## config.mk

```make
export PLATFORM = sky130hd
export DESIGN_NAME = shared_adder_arbiter
export DESIGN_NICKNAME = d
export VERILOG_FILES = /design/src/rtl/shared_adder_arbiter.sv
export SDC_FILE = /design/constraint.sdc
export NUM_CORES = 1
export LEC_CHECK = 0
export BUFFER_PORTS_ARGS = -buffer_cell sky130_fd_sc_hd__buf_2
export CORE_UTILIZATION = 54
export CTS_CLUSTER_DIAMETER = 120
export CTS_CLUSTER_SIZE = 30
export DETAILED_ROUTE_END_ITERATION = 8
export PLACE_DENSITY = 0.85
export SETUP_SLACK_MARGIN = 0.1
export SLEW_MARGIN = 15
export SYNTH_ARGS = -nofsm -noshare
export SYNTH_HDL_FRONTEND = slang
export SYNTH_SLANG_ARGS = --single-unit
```

## constraint.sdc

```tcl
create_clock -name i_clk -period 7.2 [get_ports i_clk]
set_clock_uncertainty 0.05 [all_clocks]
set_input_delay 1.08 -clock i_clk [delete_from_list [all_inputs] [get_ports i_clk]]
set_output_delay 1.08 -clock i_clk [all_outputs]
set_load 0.02 [all_outputs]
```

## src/rtl/shared_adder_arbiter.sv

```systemverilog
// -----------------------------------------------------------------------------
// shared_adder_arbiter
//
// Lets NREQ requesters share one registered adder. The arbiter is round-robin.
// A requester offers an operand pair with a valid/ready handshake. At most one
// request is granted per cycle. The granted operands go to the adder, and the
// registered sum enters a 2-entry result FIFO tagged with the requester index.
// Results leave the FIFO in issue order under downstream backpressure.
//
// Ports
//   i_clk    : clock; all state changes on the rising edge
//   i_reset  : synchronous, active-high reset
//   i_valid  : [NREQ]        per-requester request valid
//   i_a      : [NREQ*AWIDTH] packed operand a, requester k at [k*AWIDTH +: AWIDTH]
//   i_b      : [NREQ*BWIDTH] packed operand b, requester k at [k*BWIDTH +: BWIDTH]
//   o_ready  : [NREQ]        one-hot grant (combinational)
//   o_valid  : result available at the FIFO head
//   o_sum    : [OUTWID]      head result a+b, zero when o_valid is low
//   o_id     : [IDW]         requester index of the head result, zero when idle
//   i_ready  : downstream accepts the head when o_valid && i_ready
// -----------------------------------------------------------------------------

// -----------------------------------------------------------------------------
// unsigned_adder
//
// One-cycle registered unsigned adder. The output is one bit wider than the
// wider operand, so the sum cannot overflow.
//
// Ports
//   clk  : clock
//   srst : synchronous active-high reset, clears the sum register
//   a    : [AWIDTH] operand a
//   b    : [BWIDTH] operand b
//   sum  : [OUTWID] registered a+b
// -----------------------------------------------------------------------------
module unsigned_adder #(
    parameter int AWIDTH = 16,
    parameter int BWIDTH = 16,
    parameter int OUTWID = ((AWIDTH > BWIDTH) ? AWIDTH : BWIDTH) + 1
) (
    input  logic              clk,
    input  logic              srst,
    input  logic [AWIDTH-1:0] a,
    input  logic [BWIDTH-1:0] b,
    output logic [OUTWID-1:0] sum
);

    logic [OUTWID-1:0] sum_reg;

    always_ff @(posedge clk) begin
        if (srst) begin
            sum_reg <= '0;
        end else begin
            sum_reg <= OUTWID'(a) + OUTWID'(b);
        end
    end

    assign sum = sum_reg;

endmodule

module shared_adder_arbiter #(
    parameter int AWIDTH = 16,
    parameter int BWIDTH = 16,
    parameter int NREQ   = 4,
    parameter int OUTWID = ((AWIDTH > BWIDTH) ? AWIDTH : BWIDTH) + 1,
    parameter int IDW    = (NREQ > 2) ? $clog2(NREQ) : 1
) (
    input  logic                   i_clk,
    input  logic                   i_reset,
    input  logic [NREQ-1:0]        i_valid,
    input  logic [NREQ*AWIDTH-1:0] i_a,
    input  logic [NREQ*BWIDTH-1:0] i_b,
    output logic [NREQ-1:0]        o_ready,
    output logic                   o_valid,
    output logic [OUTWID-1:0]      o_sum,
    output logic [IDW-1:0]         o_id,
    input  logic                   i_ready
);

    // -------------------------------------------------------------------------
    // State
    // -------------------------------------------------------------------------
    logic [IDW-1:0]    rr_ptr_reg;
    logic              p1_valid_reg;
    logic [IDW-1:0]    p1_id_reg;

    logic [OUTWID-1:0] fifo_sum_reg [0:1];
    logic [IDW-1:0]    fifo_id_reg  [0:1];
    logic              wr_ptr_reg;
    logic              rd_ptr_reg;
    logic [1:0]        cnt_reg;

    // -------------------------------------------------------------------------
    // Combinational signals
    // -------------------------------------------------------------------------
    logic [AWIDTH-1:0] a_slot [NREQ];
    logic [BWIDTH-1:0] b_slot [NREQ];
    logic [IDW:0]      cand_idx [NREQ];   // requester reached at offset gi from rr_ptr
    logic [NREQ-1:0]   cand_hit;          // that requester is valid

    logic              pop;
    logic              push;
    logic [2:0]        occ_after;
    logic              issue_ok;
    logic              grant_found;
    logic [IDW-1:0]    grant_idx;
    logic              issue;
    logic [AWIDTH-1:0] add_a;
    logic [BWIDTH-1:0] add_b;
    logic [OUTWID-1:0] add_sum;
    logic [IDW-1:0]    rr_ptr_next;
    logic [1:0]        cnt_next;
    logic              head_valid;

    // -------------------------------------------------------------------------
    // Operand unpacking and rotated candidate list
    // -------------------------------------------------------------------------
    genvar gi;
    generate
        for (gi = 0; gi < NREQ; gi++) begin : g_slot
            assign a_slot[gi] = i_a[gi*AWIDTH +: AWIDTH];
            assign b_slot[gi] = i_b[gi*BWIDTH +: BWIDTH];

            // Cyclic index rr_ptr+gi, wrapped into 0..NREQ-1. Both terms are
            // below NREQ, so one conditional subtract is enough.
            logic [IDW:0] raw_idx;
            assign raw_idx      = {1'b0, rr_ptr_reg} + (IDW+1)'(gi);
            assign cand_idx[gi] = (raw_idx >= (IDW+1)'(NREQ)) ?
                                  (raw_idx - (IDW+1)'(NREQ)) : raw_idx;
            assign cand_hit[gi] = i_valid[cand_idx[gi][IDW-1:0]];
        end
    endgenerate

    // -------------------------------------------------------------------------
    // Output FIFO head and pop
    // -------------------------------------------------------------------------
    // The FIFO is held invisible while reset is asserted. This keeps the outputs
    // quiet in the reset cycle and keeps a reset-cycle pop away from the FIFO.
    assign head_valid = (cnt_reg != 2'd0) && !i_reset;
    assign pop        = head_valid && i_ready;
    assign push       = p1_valid_reg;

    assign o_valid = head_valid;
    assign o_sum   = head_valid ? fifo_sum_reg[rd_ptr_reg] : '0;
    assign o_id    = head_valid ? fifo_id_reg[rd_ptr_reg]  : '0;

    // -------------------------------------------------------------------------
    // Issue permission and round-robin grant
    // -------------------------------------------------------------------------
    // Issue only if the FIFO still has a free slot for this result after the
    // in-flight result and this cycle's pop are counted. cnt >= 1 whenever pop
    // is set, so the subtraction cannot underflow.
    assign occ_after = {1'b0, cnt_reg} + {2'b00, p1_valid_reg} - {2'b00, pop};
    assign issue_ok  = (occ_after < 3'd2);

    // Scan offsets from highest to lowest. The last hit written wins, so the
    // valid requester nearest rr_ptr is the one selected.
    always_comb begin
        grant_found = 1'b0;
        grant_idx   = '0;
        for (int off = NREQ - 1; off >= 0; off--) begin
            if (cand_hit[off]) begin
                grant_found = 1'b1;
                grant_idx   = cand_idx[off][IDW-1:0];
            end
        end
    end

    assign issue = issue_ok && grant_found && !i_reset;

    generate
        for (gi = 0; gi < NREQ; gi++) begin : g_ready
            assign o_ready[gi] = issue && (grant_idx == IDW'(gi));
        end
    endgenerate

    assign rr_ptr_next = (grant_idx == IDW'(NREQ - 1)) ? '0 : grant_idx + IDW'(1);

    // -------------------------------------------------------------------------
    // Shared adder: operands forced to zero when nothing issues
    // -------------------------------------------------------------------------
    assign add_a = issue ? a_slot[grant_idx] : '0;
    assign add_b = issue ? b_slot[grant_idx] : '0;

    unsigned_adder #(
        .AWIDTH (AWIDTH),
        .BWIDTH (BWIDTH),
        .OUTWID (OUTWID)
    ) u_adder (
        .clk  (i_clk),
        .srst (i_reset),
        .a    (add_a),
        .b    (add_b),
        .sum  (add_sum)
    );

    // -------------------------------------------------------------------------
    // Sequential state
    // -------------------------------------------------------------------------
    assign cnt_next = cnt_reg + {1'b0, push} - {1'b0, pop};

    always_ff @(posedge i_clk) begin
        if (i_reset) begin
            rr_ptr_reg   <= '0;
            p1_valid_reg <= 1'b0;
            p1_id_reg    <= '0;
            wr_ptr_reg   <= 1'b0;
            rd_ptr_reg   <= 1'b0;
            cnt_reg      <= 2'd0;
        end else begin
            p1_valid_reg <= issue;
            if (issue) begin
                rr_ptr_reg <= rr_ptr_next;
                p1_id_reg  <= grant_idx;
            end
            if (push) begin
                wr_ptr_reg <= ~wr_ptr_reg;
            end
            if (pop) begin
                rd_ptr_reg <= ~rd_ptr_reg;
            end
            cnt_reg <= cnt_next;
        end
    end

    // FIFO storage has no reset. Stale entries are never visible, because the
    // head is gated by the occupancy count.
    always_ff @(posedge i_clk) begin
        if (push && !i_reset) begin
            fifo_sum_reg[wr_ptr_reg] <= add_sum;
            fifo_id_reg[wr_ptr_reg]  <= p1_id_reg;
        end
    end

`ifndef SYNTHESIS
    // Issue gating should make a push into a full FIFO impossible.
    always_ff @(posedge i_clk) begin
        if (!i_reset) begin
            assert (!(push && !pop && (cnt_reg == 2'd2)));
            assert (cnt_reg <= 2'd2);
        end
    end
`endif

endmodule

```

### After elaboration in Yosys (flattened, before gate mapping)

Memory sizes are Yosys's and may differ from the RTL's. A register that Yosys moved wholly into a read port is not among the register bits.
Cells that the tools add are included.
W data, S select, Z words.

| word-level totals | value |
|---|---|
| memories | 2 |
| memory bits (writable) | 38 |
| register bits | 26 |
| output and inout bits | 24 |

| cells by class | value |
|---|---|
| bitwise gates (word level) | 3 |
| equal/unequal tests | 3 |
| muxes and demuxes | 37 |
| reduce and logical (&&, ||, !) cells | 12 |
| magnitude comparators | 10 |
| add/sub/neg operators | 13 |

Memories:

| name | depth | bits a word | read ports | clocked after memory_dff | write ports | RTL line | source |
|---|---|---|---|---|---|---|---|
| fifo_sum_reg | 2 | 17 | 1 | 1 | 1 | 88 | `logic [OUTWID-1:0] fifo_sum_reg [0:1];` |
| fifo_id_reg | 2 | 2 | 1 | 1 | 1 | 89 | `logic [IDW-1:0] fifo_id_reg [0:1];` |

Operator list:

| kind | count |
|---|---|
| $mux W16 | 6 |
| $bmux W16 S2 | 2 |
| $mux W2 | 10 |
| $add A16 B16 Y17 | 1 |
| $mux W17 | 1 |
| $mux W1 | 14 |
| $ge A3 B3 Y1 const B | 4 |
| $lt A2 B3 Y1 const B | 4 |
| $logic_and A1 B1 Y1 | 9 |
| $bmux W1 S2 | 4 |
| $sub A2 B1 Y2 const B | 4 |
| $add A2 B2 Y3 const B | 2 |
| $eq A2 B2 Y1 const B | 2 |
| $add A2 B1 Y3 | 1 |
| $add A2 B1 Y3 const B | 1 |
| $ge A2 B3 Y1 const B | 1 |
| $lt A3 B2 Y1 const B | 1 |
| $not A2 Y3 | 1 |
| $sub A3 B1 Y3 | 1 |
| $add A2 B1 Y2 | 1 |
| $add A2 B1 Y2 const B | 1 |
| $eq A2 B1 Y1 const B | 1 |
| $logic_not A2 Y1 | 1 |
| $not A1 Y1 | 2 |
| other kinds (3) | 3 |

### Longest topological paths before layout

Gate-level depths: netlist of run 1.

| logic depth | value |
|---|---|
| depth in word-level cells | 15 |
| depth in mapped cells | 19 |
| gate-level depth less buffers | 18 |

### By module

Synthesis of run 1 repeated with hierarchy kept, for this count alone.

| unflattened totals | value |
|---|---|
| cells, all modules | 394 |
| area total of the unflattened synthesis | 4234.1 µm² |

By module, submodules not included:

| module | instances | area each (µm²) | cells an instance | sequential area each (µm²) |
|---|---|---|---|---|
| shared_adder_arbiter | 1 | 3000.4 | 260 | 1341.3 |
| unsigned_adder | 1 | 1233.7 | 134 | 340.3 |

### Worst setup path after synthesis of run 1

No wires, ideal clock.

| timing path | value |
|---|---|
| path type | in2reg |
| from | input i_reset |
| to | register u_adder.sum_reg[14], in the netlist u_adder.sum[14] |
| path buffers | 1 |
| arrival | 4.827 ns |
| data required time | 7.027 ns |
| setup slack | 2.200 ns |
| stages on the path | 19 |
| cells stage by stage | o21bai_1 > inv_1 > and2_1 > ha_1 > inv_1 > ha_1 > fa_1 > xnor2_1 > a2111oi_4 > nand2_2 > clkbuf_1 > o22ai_1 > ha_1 > fa_1 > a211oi_1 > o211ai_1 > a211oi_1 > nor2_1 > mux2_1 |

| between the ends | value |
|---|---|
| longest elaborated chain between the ends | 9 |
| elaborated cells on any way between the ends | 10 |
| those cells by class | add/sub (2); order compare (1); mux (2); reduce/logical (5) |

RTL lines:

| element | RTL line | source |
|---|---|---|
| start, declared | 70 | `input logic i_reset,` |
| $logic_not A1 Y1 * | 140 | `assign head_valid = (cnt_reg != 2'd0) && !i_reset;` |
| $logic_and A1 B1 Y1 * | 140 |  |
| net o_valid | 75 | `output logic o_valid,` |
| $logic_and A1 B1 Y1 * | 141 | `assign pop = head_valid && i_ready;` |
| net pop | 102 | `logic pop;` |
| $sub A3 B1 Y3 * | 154 | `assign occ_after = {1'b0, cnt_reg} + {2'b00, p1_valid_reg} - {2'b00, pop};` |
| $lt A3 B2 Y1 * | 155 | `assign issue_ok = (occ_after < 3'd2);` |
| $logic_and A1 B1 Y1 * (2 in a row) | 170 | `assign issue = issue_ok && grant_found && !i_reset;` |
| $mux W16 (on tied branches) | 183, 184 |  |
| $add A16 B16 Y17 * | 54 | `sum_reg <= OUTWID'(a) + OUTWID'(b);` |
| end signal, assigned | 54 |  |
| end, declared | 48 | `logic [OUTWID-1:0] sum_reg;` |

The timed path passes the listed nets; every way through them passes the cells marked *.
A chain may end at the register's enable or synchronous reset.

### Worst setup path in the final report of run 1

| timing path | value |
|---|---|
| from | input i_reset |
| to | register u_adder.sum_reg[15], in the netlist u_adder.sum[15] |

| between the ends | value |
|---|---|
| longest elaborated chain between the ends | 9 |
| elaborated cells on any way between the ends | 10 |
| those cells by class | add/sub (2); order compare (1); mux (2); reduce/logical (5) |

RTL lines:

| element | RTL line |
|---|---|
| $logic_not A1 Y1 * | 140 |
| $logic_and A1 B1 Y1 * | 140 |
| $logic_and A1 B1 Y1 * | 141 |
| net pop | 102 |
| $sub A3 B1 Y3 * | 154 |
| $lt A3 B2 Y1 * | 155 |
| $logic_and A1 B1 Y1 * (2 in a row) | 170 |
| $mux W16 (on tied branches) | 183, 184 |
| $add A16 B16 Y17 * | 54 |

Marked as above.

==> results of run 1 <==
worst reg2reg max path, cell delays in order, from the launching register on:
cell,delay [ns]
dfxtp_1,0.33
o21bai_1,0.15
buf_4,0.26
inv_1,0.07
and2_1,0.18
ha_1,0.28
inv_1,0.04
ha_1,0.19
fa_1,0.39
xnor2_1,0.18
a2111oi_4,0.68
nand2_2,0.52
o22ai_1,0.33
ha_1,0.35
a21o_1,0.24
a211oi_1,0.27
a21oi_1,0.15
a21oi_1,0.17
mux2_1,0.33
synthesized netlist by cell type (all sizes together), types with 2 or more instances:
master  instances  area [sq um]
mux2i          85           851
nor2           41           154
edfxtp         38          1140
o22ai          35           219
dfxtp          27           541
ha             22           275
a21oi          21           109
buf            18           105
inv            12          45.0
nand2          10          42.5
a21o            9          67.6
nor2b           8          50.1
a211oi          7          52.6
nor3            7          35.0
o21ai           7          35.0
and2            6          37.5
clkbuf          6          22.5
xnor2           6          52.6
o21a            5          37.5
xor2            4          35.0
mux2            3          33.8
o211ai          3          22.5
and3            2          12.5
fa              2          40.0
nand4           2          12.5
nor3b           2          15.0
o221ai          2          17.5
final cells by class:
type                       instances  area share (%)
clock inverter                     1          0.0975
tap                               99            2.41
multi-input combinational        298            44.9
clock buffer                      14            2.78
sequential                        65            32.8
timing repair buffer             163            16.1
inverter                          12           0.877
power groups by stage:
stage	sequential (mW)	combinational [mW]	clock, mW
detailed placement	0.547	1.10	0
global route	0.548	1.23	0.259
finish	0.539	1.12	0.235
global placement	0.540	1.07	0
CTS	0.540	1.11	0.242
floorplan	0.523	0.887	0
metal layers:
metal / global-route usage (%) / share of wire [%] / vias up
met5: 0 / 0 / -
met4: 9.96 / 1.5 / 0
met3: 2.93 / 4.9 / 10
met2: 42.1 / 51 / 129
met1: 29.8 / 42 / 1664
li1: - / - / 1790
logic make-up after synthesis:
logic type | count (synthesis) | share of synthesized area (%)
compound gates | 94 | 14.9
fa+ha+maj | 24 | 7.60
flops | 65 | 40.5
mux | 88 | 21.3
xor+xnor | 10 | 2.11
simple gates | 82 | 9.35
buf+inv | 36 | 4.16
how the worst max path moves through the flow:
stage | cells past startpoint | start | endpoint
CTS | 19 | i_reset | u_adder.sum[15]$_SDFF_PP0_
finish | 19 | i_reset | u_adder.sum[15]$_SDFF_PP0_
floorplan | 19 | i_reset | u_adder.sum[14]$_SDFF_PP0_
detailed placement | 19 | i_reset | u_adder.sum[15]$_SDFF_PP0_
global route | 19 | i_reset | u_adder.sum[15]$_SDFF_PP0_
global placement | 19 | i_reset | u_adder.sum[15]$_SDFF_PP0_
==> flow_summary.ini, run 1 <==
[synthesis]
ys_seq_elements = 65
synth_area_per_cell_sq_um = 10.4
syn_nets = 558
synth_edf_count = 38
synthFlopType = edfxtp_1
synthArstFlopShare_pct = 0
syn-cell-area_sq_um = 4150
ys_seq_area_share_pct = 40.5
ys_warn_count = 0
yosysUniqueCellTypes = 44
postSynthCellCount = 399

[timing]
finalSetupTns_ns = 0
timing.hold.ws_ns = 0.376
hold_violations = 0
finalCriticalPeriod_ns = 5.77
min_period_over_period_pct = 80.1
slew_viol_final = 0
maxSlewHeadroom_pct = 25.4
grt_setup_unrepaired = no
setup_viol = 0
worst_pin_slew_ns = 1.12
setup_slack_ns = 1.43
max_freq_mhz = 173

[final_layout]
seq_area_sq_um = 1680
nets = 708
n_antenna_cell = 0
area_growth_syn_to_layout_pct = 23.7
multi_input_area_sq_um = 2310
layout-drive-gt1-share_pct = 32.5
final_common_cell = buf_2
design_area_sq_um = 5130
largest_reg_flops = 34
fin_cells = 652
final_util_pct = 70.0
final_cell_mix = 158 x buf_2, 85 x mux2i_1, 41 x nor2_1
fill_cells = 571

[flow_run]
maxCapViolations = 0

[critical_path]
worst_setup_path_start_kind = input port
reg2reg_from = cnt_reg[1]$_SDFF_PP0_
r2r_slack_ns = 1.92
critPathMaxStageDelay_ns = 0.68
critical_path.top_delay_family = compound AO/OA/AOI/OAI gates
crit_chain = buf_2 -> o21bai_1 -> buf_4 -> inv_1 -> and2_1 -> ha_1 -> inv_1 -> ha_1 -> fa_1 -> xnor2_1 -> a2111oi_4 -> nand2_2 -> o22ai_1 -> ha_1 -> a21o_1 -> a211oi_1 -> a21oi_1 -> a21oi_1 -> mux2_1
cp.required_ns = 7.35
crit_fanout = 33
cp_common_cell = ha_1
cp_slowest_cell = a2111oi_4
worstRegToRegCells = 18
arrival_ns = 5.92
cp-end-kind = flop
path_buf_inv = 4
path_class = input port to flop
timing.rr.end = u_adder.sum[15]$_SDFF_PP0_

[routing]
vias = 3593
wl_per_cell_um = 14.6
drt_iter0_drc = 176
dr.pass1.iters = 5
vias_per_cell = 5.51
antenna_left = 0
drc = 0
wl_um = 9490

[clock_network]
path_clk_slew_ns = 0.06
postCtsSetupBuffers = 0
ctsHoldBuffers = 0
cts-root-buf = clkbuf_8
cts_made_buffers = 9
insertion_delay_ns = 0.32
cts_sinks = 65
cts_max_level = 3
cts_resized = 0
cts_tree = built
clk_path_buf_depth = 2

[global_route]
grt_overflow_total = 0
grt_pass1_wl_um = 14500
grt_max_degree = 37
grt_pass1_vias = 3250
antenna_found_initial = 0
grtUsageTotal_pct = 24.0

[floorplanning]
die_x_um = 89.7
die_area_sq_um = 8040
ios = 159
die_h_um = 89.7
core_region_area_sq_um = 7330
start_util_pct = 56.6
rows = 31

[status]
status = completed

[power]
pwr-share-comb_pct = 59.1
switchingPower_uw = 806
design_power_total_mw = 1.89
p_leak_nw = 2.35
p_int_mw = 1.08
p_seq_share_pct = 28.5
p_sw_share_pct = 42.7
p_per_area_nw_per_um2 = 368
ir_worst_vdd_v = 0.000299
pwr-share-clk_pct = 12.4

[place]
placed_area_sq_um = 4990
placed_cells = 637
pre_cts_ws_ns = 1.14
post-dp-hpwl_um = 7550
place_congestion = 0.922
io_buffers = 158

[hold_path]
holdCritStartpoint = u_adder.sum[14]$_SDFF_PP0_
min_path_type = flop to flop
whs_path_depth = 0
min_to = fifo_sum_reg[1][14]$_DFFE_PP_
Note: power is estimated with default switching activity, not from simulation.
==> run 2: changes to the inputs <==
Settings changed: CORE_UTILIZATION 54 to 45, PLACE_DENSITY 0.85 to 0.75.
Clock period 7.2 ns to 5.23 ns, I/O delays scaled along.
==> run 2 against run 1 <==
  * The run now ends with design-rule violations left
  * Clock power is 39% higher
  * Combinational power increased by 40%
  * Register-to-register slack worse by 1.3 ns
  * Flip-flop and latch count is the same
  * Non-clock buffer count increased by 5
  * Critical path type unchanged
  * Critical endpoint unchanged
==> flow_summary.ini, run 2 (same netlist as run 1, synthesis figures left out) <==
[status]
status = complete, but fails checks
violations = design-rule violations

[critical_path]
path_class = input port to flop
worstRegToRegCells = 18
cp-startpoint = i_reset
worst_setup_path_start_kind = input port
arrival_ns = 4.97
cp-end-kind = flop
reg2reg_from = cnt_reg[1]$_SDFF_PP0_
cp.required_ns = 5.38
crit_fanout = 18

[timing]
max_freq_mhz = 208
maxSlewHeadroom_pct = 30.3
worst_pin_slew_ns = 1.04
setup_slack_ns = 0.413
finalCriticalPeriod_ns = 4.82
setup_viol = 0
hold_violations = 0
grt_setup_unrepaired = no
slew_viol_final = 0
min_period_over_period_pct = 92.1
finalSetupTns_ns = 0

[routing]
vias_per_cell = 5.27
dr.pass1.iters = 6
dr_wl_met2_um = 4710
wl_met1_um = 4190
top_layer_used = met4
vias = 3512
wl_um = 9410
antenna_left = 0
wl_per_cell_um = 14.1
drc = 4
wl_met3_um = 431
drt_iter0_drc = 154

[clock_network]
postCtsSetupBuffers = 0
cts_made_buffers = 9
cts-root-buf = clkbuf_8
insertion_delay_ns = 0.32
path_clk_slew_ns = 0.06
clk_path_buf_depth = 2
ctsHoldBuffers = 0
cts_tree = built
cts_resized = 0
cts_max_level = 3
cts_sinks = 65

[power]
p_per_area_nw_per_um2 = 505
p_leak_nw = 2.38
ir_worst_vdd_v = 0.000246

[floorplanning]
ios = 159
core_region_area_sq_um = 8810
rows = 34
die_area_sq_um = 9610
start_util_pct = 47.1
die_x_um = 98.0
die_h_um = 98.0

[global_route]
grt_pass1_wl_um = 15100
grtUsageTotal_pct = 19.6
grt_overflow_total = 0
antenna_found_initial = 0
grt_max_degree = 33
grt_pass1_vias = 3380

[final_layout]
area_growth_syn_to_layout_pct = 25.6
final_cell_mix = 158 x buf_2, 85 x mux2i_1, 41 x nor2_1
n_antenna_cell = 0
nets = 713
largest_reg_flops = 34
layout-drive-gt1-share_pct = 32.9
final_common_cell = buf_2
design_area_sq_um = 5210
fill_cells = 779

[place]
io_buffers = 158
pre_cts_ws_ns = 0.146
placed_area_sq_um = 5060
place_congestion = 0.873
post-dp-hpwl_um = 7610

[hold_path]
min_path_type = flop to flop
holdCritStartpoint = u_adder.sum[12]$_SDFF_PP0_
whs_path_depth = 0

[flow_run]
maxCapViolations = 0
-- run 2: final timing paths --
path,endpoint,slack [ns]
worst min-delay path,fifo_sum_reg[1][12]$_DFFE_PP_,0.38
worst max register to register,u_adder.sum[15]$_SDFF_PP0_,0.58
worst max-delay path,u_adder.sum[15]$_SDFF_PP0_,0.41
worst min register to register,fifo_sum_reg[1][12]$_DFFE_PP_,0.38
-- run 2: critical path: stages --
cell	delay [ns]
buf_2	0.09
o21bai_1	0.12
inv_1	0.08
and2_1	0.18
ha_1	0.28
inv_1	0.04
ha_1	0.18
fa_1	0.38
xnor2_1	0.17
a2111oi_4	0.41
nand2_2	0.27
buf_4	0.28
o22ai_1	0.21
ha_1	0.34
a21oi_1	0.27
o21ai_1	0.15
a31o_1	0.23
a21oi_1	0.15
mux2_1	0.35
-- run 2: final cells by class --
cell class | count | area [sq um] | area share, %
Sequential cell | 65 | 1680 | 32.3
Inverter | 12 | 45.0 | 0.865
Timing Repair Buffer | 168 | 891 | 17.1
Clock inverter | 3 | 11.3 | 0.216
Tap cell | 108 | 135 | 2.59
Multi-Input combinational cell | 298 | 2310 | 44.3
Clock buffer | 13 | 139 | 2.67
-- run 2: layer usage --
metal  vias to the layer above  global-route usage [%]
met4                         0                    6.29
met1                      1596                    25.0
met2                       117                    34.1
met5                         -                       0
met3                         4                    2.93
li1                       1795                       -
-- run 2: per-stage QoR --
| step | std cells | hold WS (ns) | total power, mW | utilization, % |
|---|---|---|---|---|
| after global placement | 651 | 0.355 | 2.29 | 57.5 |
| after global routing | 667 | 0.382 | 2.86 | 59.2 |
| after CTS | 667 | 0.377 | 2.65 | 59.2 |
| final | 667 | 0.375 | 2.63 | 59.2 |
| after detailed placement | 651 | 0.362 | 2.31 | 57.5 |
| after floorplan | 399 | 0.354 | 1.94 | - |
-- run 2: power by group --
group,switching (mW),internal [mW]
clock network,0.159,0.168
registers,0.0651,0.675
logic,0.878,0.689
